===== config.mk =====
export PLATFORM = sky130hd
export DESIGN_NAME = serial_add_ctrl
export DESIGN_NICKNAME = d
export VERILOG_FILES = /design/src/rtl/serial_add_ctrl.sv
export SDC_FILE = /design/constraint.sdc
export NUM_CORES = 1
export LEC_CHECK = 0
export CAP_MARGIN = 15
export CORE_ASPECT_RATIO = 2
export CORE_UTILIZATION = 45
export DETAILED_ROUTE_END_ITERATION = 7
export PLACE_DENSITY = 0.82
export SLEW_MARGIN = 20
export SYNTH_ARGS = -nofsm -noshare
export SYNTH_HDL_FRONTEND = slang
export SYNTH_SLANG_ARGS = --single-unit

===== constraint.sdc =====
create_clock -name clk -period 1.6 [get_ports clk]
set_clock_uncertainty 0.2 [all_clocks]
set_input_delay 0.16 -clock clk [delete_from_list [all_inputs] [get_ports clk]]
set_output_delay 0.16 -clock clk [all_outputs]
set_load 0.05 [all_outputs]

===== src/rtl/serial_add_ctrl.sv =====
// Bit-serial adder sequencer: time-shares one 1-bit full adder to add two
// WIDTH-bit operands LSB-first, one bit per clock, then pulses done.

module fa (
    input  logic a,
    input  logic b,
    input  logic c,
    output logic sum,
    output logic carry
);
    assign sum   = a ^ b ^ c;
    assign carry = (a & b) | (a & c) | (b & c);
endmodule

module serial_add_ctrl #(
    parameter int WIDTH = 8
) (
    input  logic             clk,
    input  logic             rst,
    input  logic             start,
    input  logic [WIDTH-1:0] a_in,
    input  logic [WIDTH-1:0] b_in,
    input  logic             cin,
    output logic             busy,
    output logic             done,
    output logic [WIDTH-1:0] sum_out,
    output logic             cout
);
    localparam int CW = (WIDTH > 1) ? $clog2(WIDTH) : 1;
    localparam logic [CW-1:0] LAST = CW'(WIDTH - 1);

    typedef enum logic [1:0] {
        IDLE = 2'b00,
        RUN  = 2'b01,
        DONE = 2'b10
    } state_t;

    state_t            state;
    state_t            state_next;
    logic [WIDTH-1:0]  a_sh;
    logic [WIDTH-1:0]  b_sh;
    logic [WIDTH-1:0]  s_sh;
    logic              carry;
    logic [CW-1:0]     cnt;
    logic              fa_sum;
    logic              fa_carry;

    fa u_fa (
        .a     (a_sh[0]),
        .b     (b_sh[0]),
        .c     (carry),
        .sum   (fa_sum),
        .carry (fa_carry)
    );

    always_ff @(posedge clk) begin
        if (rst) begin
            state <= IDLE;
        end else begin
            state <= state_next;
        end
    end

    always_comb begin
        state_next = IDLE;
        case (state)
            IDLE:    state_next = start ? RUN : IDLE;
            RUN:     state_next = (cnt == LAST) ? DONE : RUN;
            DONE:    state_next = IDLE;
            default: state_next = IDLE;
        endcase
    end

    // Outputs are pure state decode, so no input reaches them combinationally.
    always_comb begin
        busy = 1'b0;
        done = 1'b0;
        case (state)
            RUN: begin
                busy = 1'b1;
            end
            DONE: begin
                busy = 1'b1;
                done = 1'b1;
            end
            default: begin
                busy = 1'b0;
                done = 1'b0;
            end
        endcase
    end

    always_ff @(posedge clk) begin
        if (rst) begin
            a_sh    <= '0;
            b_sh    <= '0;
            s_sh    <= '0;
            carry   <= 1'b0;
            cnt     <= '0;
            sum_out <= '0;
            cout    <= 1'b0;
        end else begin
            case (state)
                IDLE: begin
                    if (start) begin
                        a_sh  <= a_in;
                        b_sh  <= b_in;
                        carry <= cin;
                        cnt   <= '0;
                    end
                end
                RUN: begin
                    a_sh  <= a_sh >> 1;
                    b_sh  <= b_sh >> 1;
                    s_sh  <= {fa_sum, s_sh[WIDTH-1:1]};
                    carry <= fa_carry;
                    cnt   <= cnt + CW'(1);
                    // Last bit: result is taken straight from the adder so it
                    // lands on the same edge that enters DONE.
                    if (cnt == LAST) begin
                        sum_out <= {fa_sum, s_sh[WIDTH-1:1]};
                        cout    <= fa_carry;
                    end
                end
                default: begin
                end
            endcase
        end
    end
endmodule


* After elaboration in Yosys (flattened, before gate mapping)
Index checks and enable logic that the tools add are counted.
** Cells by class
- Add/subtract/negate cells :: 1
- Equality and inequality tests :: 4
- Reduce and logical (&&, ||, !) cells :: 5
- Muxes and demuxes :: 13
- Bitwise gates (word level) :: 7
** Operator list (number)
- case mux 8 bit (2 select lines) :: 2
- two-way mux 8 bit :: 2
- case mux 3 bit (2 select lines) :: 1
- two-way mux 1 bit :: 4
- case mux 2 bit (2 select lines) :: 1
- AND reduction 2 bit :: 2
- adder 3 x 1 -> 3 bit, second input constant :: 1
- bitwise AND 1 bit :: 3
- == test 3 bit, second input constant :: 1
- two-way mux 3 bit :: 1
- == test 2 x 1 -> 1 bit, second input constant :: 1
- == test 2 bit, second input constant :: 1
- logical NOT 2 bit :: 1
- two-way mux 2 bit :: 1
- inequality test 2 bit, second input constant :: 1
- OR 1 bit :: 2
- case mux 1 bit (2 select lines) :: 1
- nonzero test 2 bit :: 1
- OR reduction 2 bit :: 1
- XOR 1 bit :: 2
** Word-level totals
- Output and inout port bits :: 11
- Flip-flop bits (word level) :: 39

* Logic depth before layout (Yosys ltp)
- Depth after elaboration :: 4
- Mapped depth :: 7
- Gate-level depth less buffers :: 5

* By module
Synthesis repeated with hierarchy kept, for this count alone.
** Second synthesis, totals
- Cell total of the unflattened synthesis :: 170
- Area total of the unflattened synthesis :: 1657.8 um^2
** Modules (own cells, without submodules)
- serial_add_ctrl :: area each 1637.8 um^2, times used 1, sequential area each 760.7 um^2, cells an instance 169
- fa :: area each 20.0 um^2, times used 1, sequential area each 0.0 um^2, cells an instance 1

* Least setup slack after synthesis
Ideal clock, no wire load.
- Path kind :: flip-flop to flip-flop
- Start point :: register state[0]
- End point :: register a_sh[6]
- Period minus slack after synthesis :: 1.595 ns
- Arrival time :: 1.254 ns
- Library setup time :: 0.142 ns
- Stages on the path, launching flop included :: 7
- Setup slack :: 0.005 ns
- Data required time :: 1.258 ns
- Cells stage by stage :: dfxtp_1 > inv_1 > ha_1 > mux2_4 > buf_6 > nor2_1 > a211oi_2
** On the way
- Word-level cells in the longest chain between the ends :: 3
- Elaborated cells on any way between the ends :: 6
- Those cells by class :: 2 x eq/ne; 1 x mux; 3 x reduce/logical
** Ends and longest elaborated chain
- start, declared :: line 38 : state_t state;
- start signal, assigned :: line 60 : state <= state_next;
- == test 2 x 1 -> 1 bit / logical NOT 2 bit (equally long branches) :: line 103 : case (state)
- nonzero test 2 bit (no line) / inequality test 2 bit (equally long branches)
- AND reduction 2 bit (no line)
- end signal, assigned :: line 106 : a_sh <= a_in;
- end signal, assigned :: line 113 : a_sh <= a_sh >> 1;
- end, declared :: line 40 : logic [WIDTH-1:0] a_sh;
Parallel ways exist; a longest one is shown, timed or not.
A chain may end at the register's enable or synchronous reset.

* Worst setup path after layout
- Start point :: register state[0]
- End point :: register a_sh[7]
Same word-level chain as after synthesis.

==> key figures <==
Status
  – Outcome: finished, final reports clean

Floorplanning
  – Initial core utilization: 0.480
  – Die X-Extent: ~45 µm
  – Rows: 30
  – Height of the die: between 80 and 90 µm
  – Die area: between 3000 and 4000 µm²
  – # IOs: 31
  – CORE AREA: 3450 µm²

Routing
  – Routed wire length: 3350 µm
  – Vias per cell: 5.13
  – DR pass1 iterations: 4
  – Number of routed nets with antenna violations: 0
  – DR iter-0 viols: 25
  – DRC: 0
  – Vias post-DR: between 1,000 and 1,500
  – Avg WL per Cell: about 13 µm

Global route
  – Initial antenna violation count: 0
  – All-Layer GR Usage: 0.181
  – Largest net degree at the start of global routing: 39
  – First-pass GRT wire length: roughly 5200 µm
  – Vias in the first global route: 1,154
  – GR Overflow Total: 0

Yosys
  – Synth top area share: 0.459
  – Synthesis warning total: 0
  – Largest area contributor in the netlist: dfxtp_1
  – Gate Count Post-Synth: between 150 and 200
  – Complex-gate fraction of the synthesized area: 0.155
  – Mapped cell area: 1660 µm²
  – Sequential-to-total area share from yosys stat: 0.459
  – Synth Area in Simple Gates: 0.138
  – Syn Nets: just under 200
  – Post-synth cell types: 22
  – Synth top area cells: dfxtp_1 46%, mux2i_1 14%, a211oi_2 9.1%, nor2_1 5.4%, nand2_1 5.2%
  – Area share of xor/xnor cells in the synthesized design: 0
  – Area share of fa/ha/maj cells after synthesis: 0.0498
  – Syn Area/Cell: between 9 and 10 µm²
  – Largest family of logic cells by synthesized area: compound AO/OA/AOI/OAI gates
  – Mux contribution to synthesized area: 0.148
  – Flops & latches, synth: 38

Pwr
  – Cell Int Power: between 0.0015 and 0.002 W
  – Flop pwr share: 0.496
  – Combinational power share: 0.180
  – Net Sw Frac: 0.257
  – Net load switching power: between 0.0005 and 0.0006 W
  – Clk network pwr share: 0.325
  – Maximum vdd ir drop: 0.887 mV
  – Total power per unit cell area: slightly above 900 nW/µm²
  – Total Power: 0.00207 W
  – Pleak: 0.847 nW

Critical path
  – Startpoint type of the worst setup path: register
  – Worst reg-to-reg path cell count: 6
  – Setup CP Type: reg2reg
  – Worst Path Arrival: ~1.5 ns
  – CP Data Required Time: 1.57 ns
  – Worst Setup End Kind: register
  – Max FO, Critical Path: 5

Timing
  – Worst hold slack: about 0.25 ns
  – Crit path time final: between 1.5 and 2 ns
  – Slew margin rel.: 0.831
  – Pin slew with the least headroom to its limit: between 0.2 and 0.25 ns
  – Pins Over Slew Limit: 0
  – Fin. Hold Viols: 0
  – Final Setup Violations: 0
  – Final WS setup: about 0.054 ns
  – Tcrit/Tclk final: 0.966
  – Max frequency: 647 MHz

Cells and area
  – Nets: roughly 230
  – Commonest non-fill, non-tap cell in the layout: dfxtp_1
  – Fillers: 297
  – Area Overhead vs Synth: 35.0%
  – Commonest cells after routing, fill and taps aside: 38 x dfxtp_1, 24 x nor2_1, 22 x nand2_1, 22 x mux2i_1, 19 x clkdlybuf4s50_1
  – Share of cells above drive strength 1: 0.230
  – Diodes inserted: 0

Worst hold path
  – Hold Crit Class: reg2reg
  – Hold Crit Depth: 2

Clock network
  – H-tree levels: 2
  – Clock root buffer: clkbuf_8
  – Clock sinks: 38
  – Post-CTS Setup Bufs: 0
  – CTS tree: done
  – Worst skew pair latency: between 0.2 and 0.3 ns
  – CTS Buf Count: 5
  – Clock Path Buffers: 2
  – Clock slew at reported path FFs: 0.07 ns

Placement
  – Buffers on Ports: 30
  – Hpwl dp: 2110 µm
  – Place WS: -0.0739 ns
  – GP Congestion: 0.735

Job
  – Max-cap violations: 0
power by group through the flow:
| stage | logic (W) | clock network [W] | registers, W |
|---|---|---|---|
| finish | 0.000371 | 0.000670 | 0.00102 |
| global route | 0.000398 | 0.000731 | 0.00103 |
| CTS | 0.000346 | 0.000686 | 0.00102 |
| detailed placement | 0.000324 | 0 | 0.00104 |
| global placement | 0.000317 | 0 | 0.00104 |
| floorplan | 0.000234 | 0 | 0.00104 |
synthesized netlist by cell type (all sizes together):
master,n
a211oi,15
a21oi,15
and2,1
buf,9
clkbuf,3
dfxtp,38
fa,1
ha,5
inv,2
mux2,1
mux2i,23
nand2,23
nand2b,1
nand3,4
nand3b,1
nor2,24
nor2b,2
o21ai,2
critical path, cell delays in order (launching register included):
cell and delay, ns:
dfxtp_1 0.39, inv_2 0.07, ha_4 0.20, buf_4 0.17, nor2b_1 0.14, o21ai_0 0.17
a21oi_1 0.09
state kept, by name, summed over array words and instances (netlist names):
name and flops:
a_sh 8, b_sh 8, sum_out 8, s_sh 7, cnt 3, state 2, carry 1, cout 1
logic make-up (layout without fill, tap and decap cells):
kind of cell             Yosys count  after routing
buffers and inverters             14             45
AO/OA/AOI/OAI                     32             32
multiplexers                      24             27
flip-flops                        38             38
adder cells (fa/ha/maj)            6              6
AND/OR/NAND/NOR                   56             56
per-layer routing:
layer | global-route usage | routed length, µm | part of all wire
met3 | 0.0495 | 121 | 0.036
met2 | 0.303 | 1820 | 0.54
met1 | 0.202 | 1320 | 0.40
met4 | 0.0937 | 85 | 0.025
met5 | 0 | 0 | 0
what timing repair did:
action	in CTS	in global routing
resized for setup	7	9
pin swaps	0	1
gates cloned	2	1
hold buffers	0	0
endpoints found under the setup margin	27	23
through the flow:
stage	util	cells	instance area (µm²)	setup TNS (ns)
after floorplan	-	170	1660	0
after global placement	0.595	241	2050	-0.193
after detailed placement	0.595	241	2050	-1.55
after CTS	0.633	251	2180	0
after global routing	0.648	252	2240	-0.0420
final	0.648	252	2240	0
path summary, 6_finish.rpt:
check,endpoint,slack [ns],startpoint
min reg2reg,sum_out[0],0.25,s_sh[1]
min,sum_out[0],0.25,s_sh[1]
max,a_sh[7],0.05,state[0]
max reg2reg,a_sh[7],0.05,state[0]
cell type report:
class,instances,area [µm²],share of cell area
Tap cell,48,60.1,0.0268
Clock inverter,1,5.00,0.00224
Inverter,2,7.51,0.00335
Timing Repair Buffer,35,414,0.185
Multi-Input combinational cell,121,905,0.404
Clock buffer,7,86.3,0.0386
Sequential cell,38,761,0.340
(Power assumes the default switching activity.)
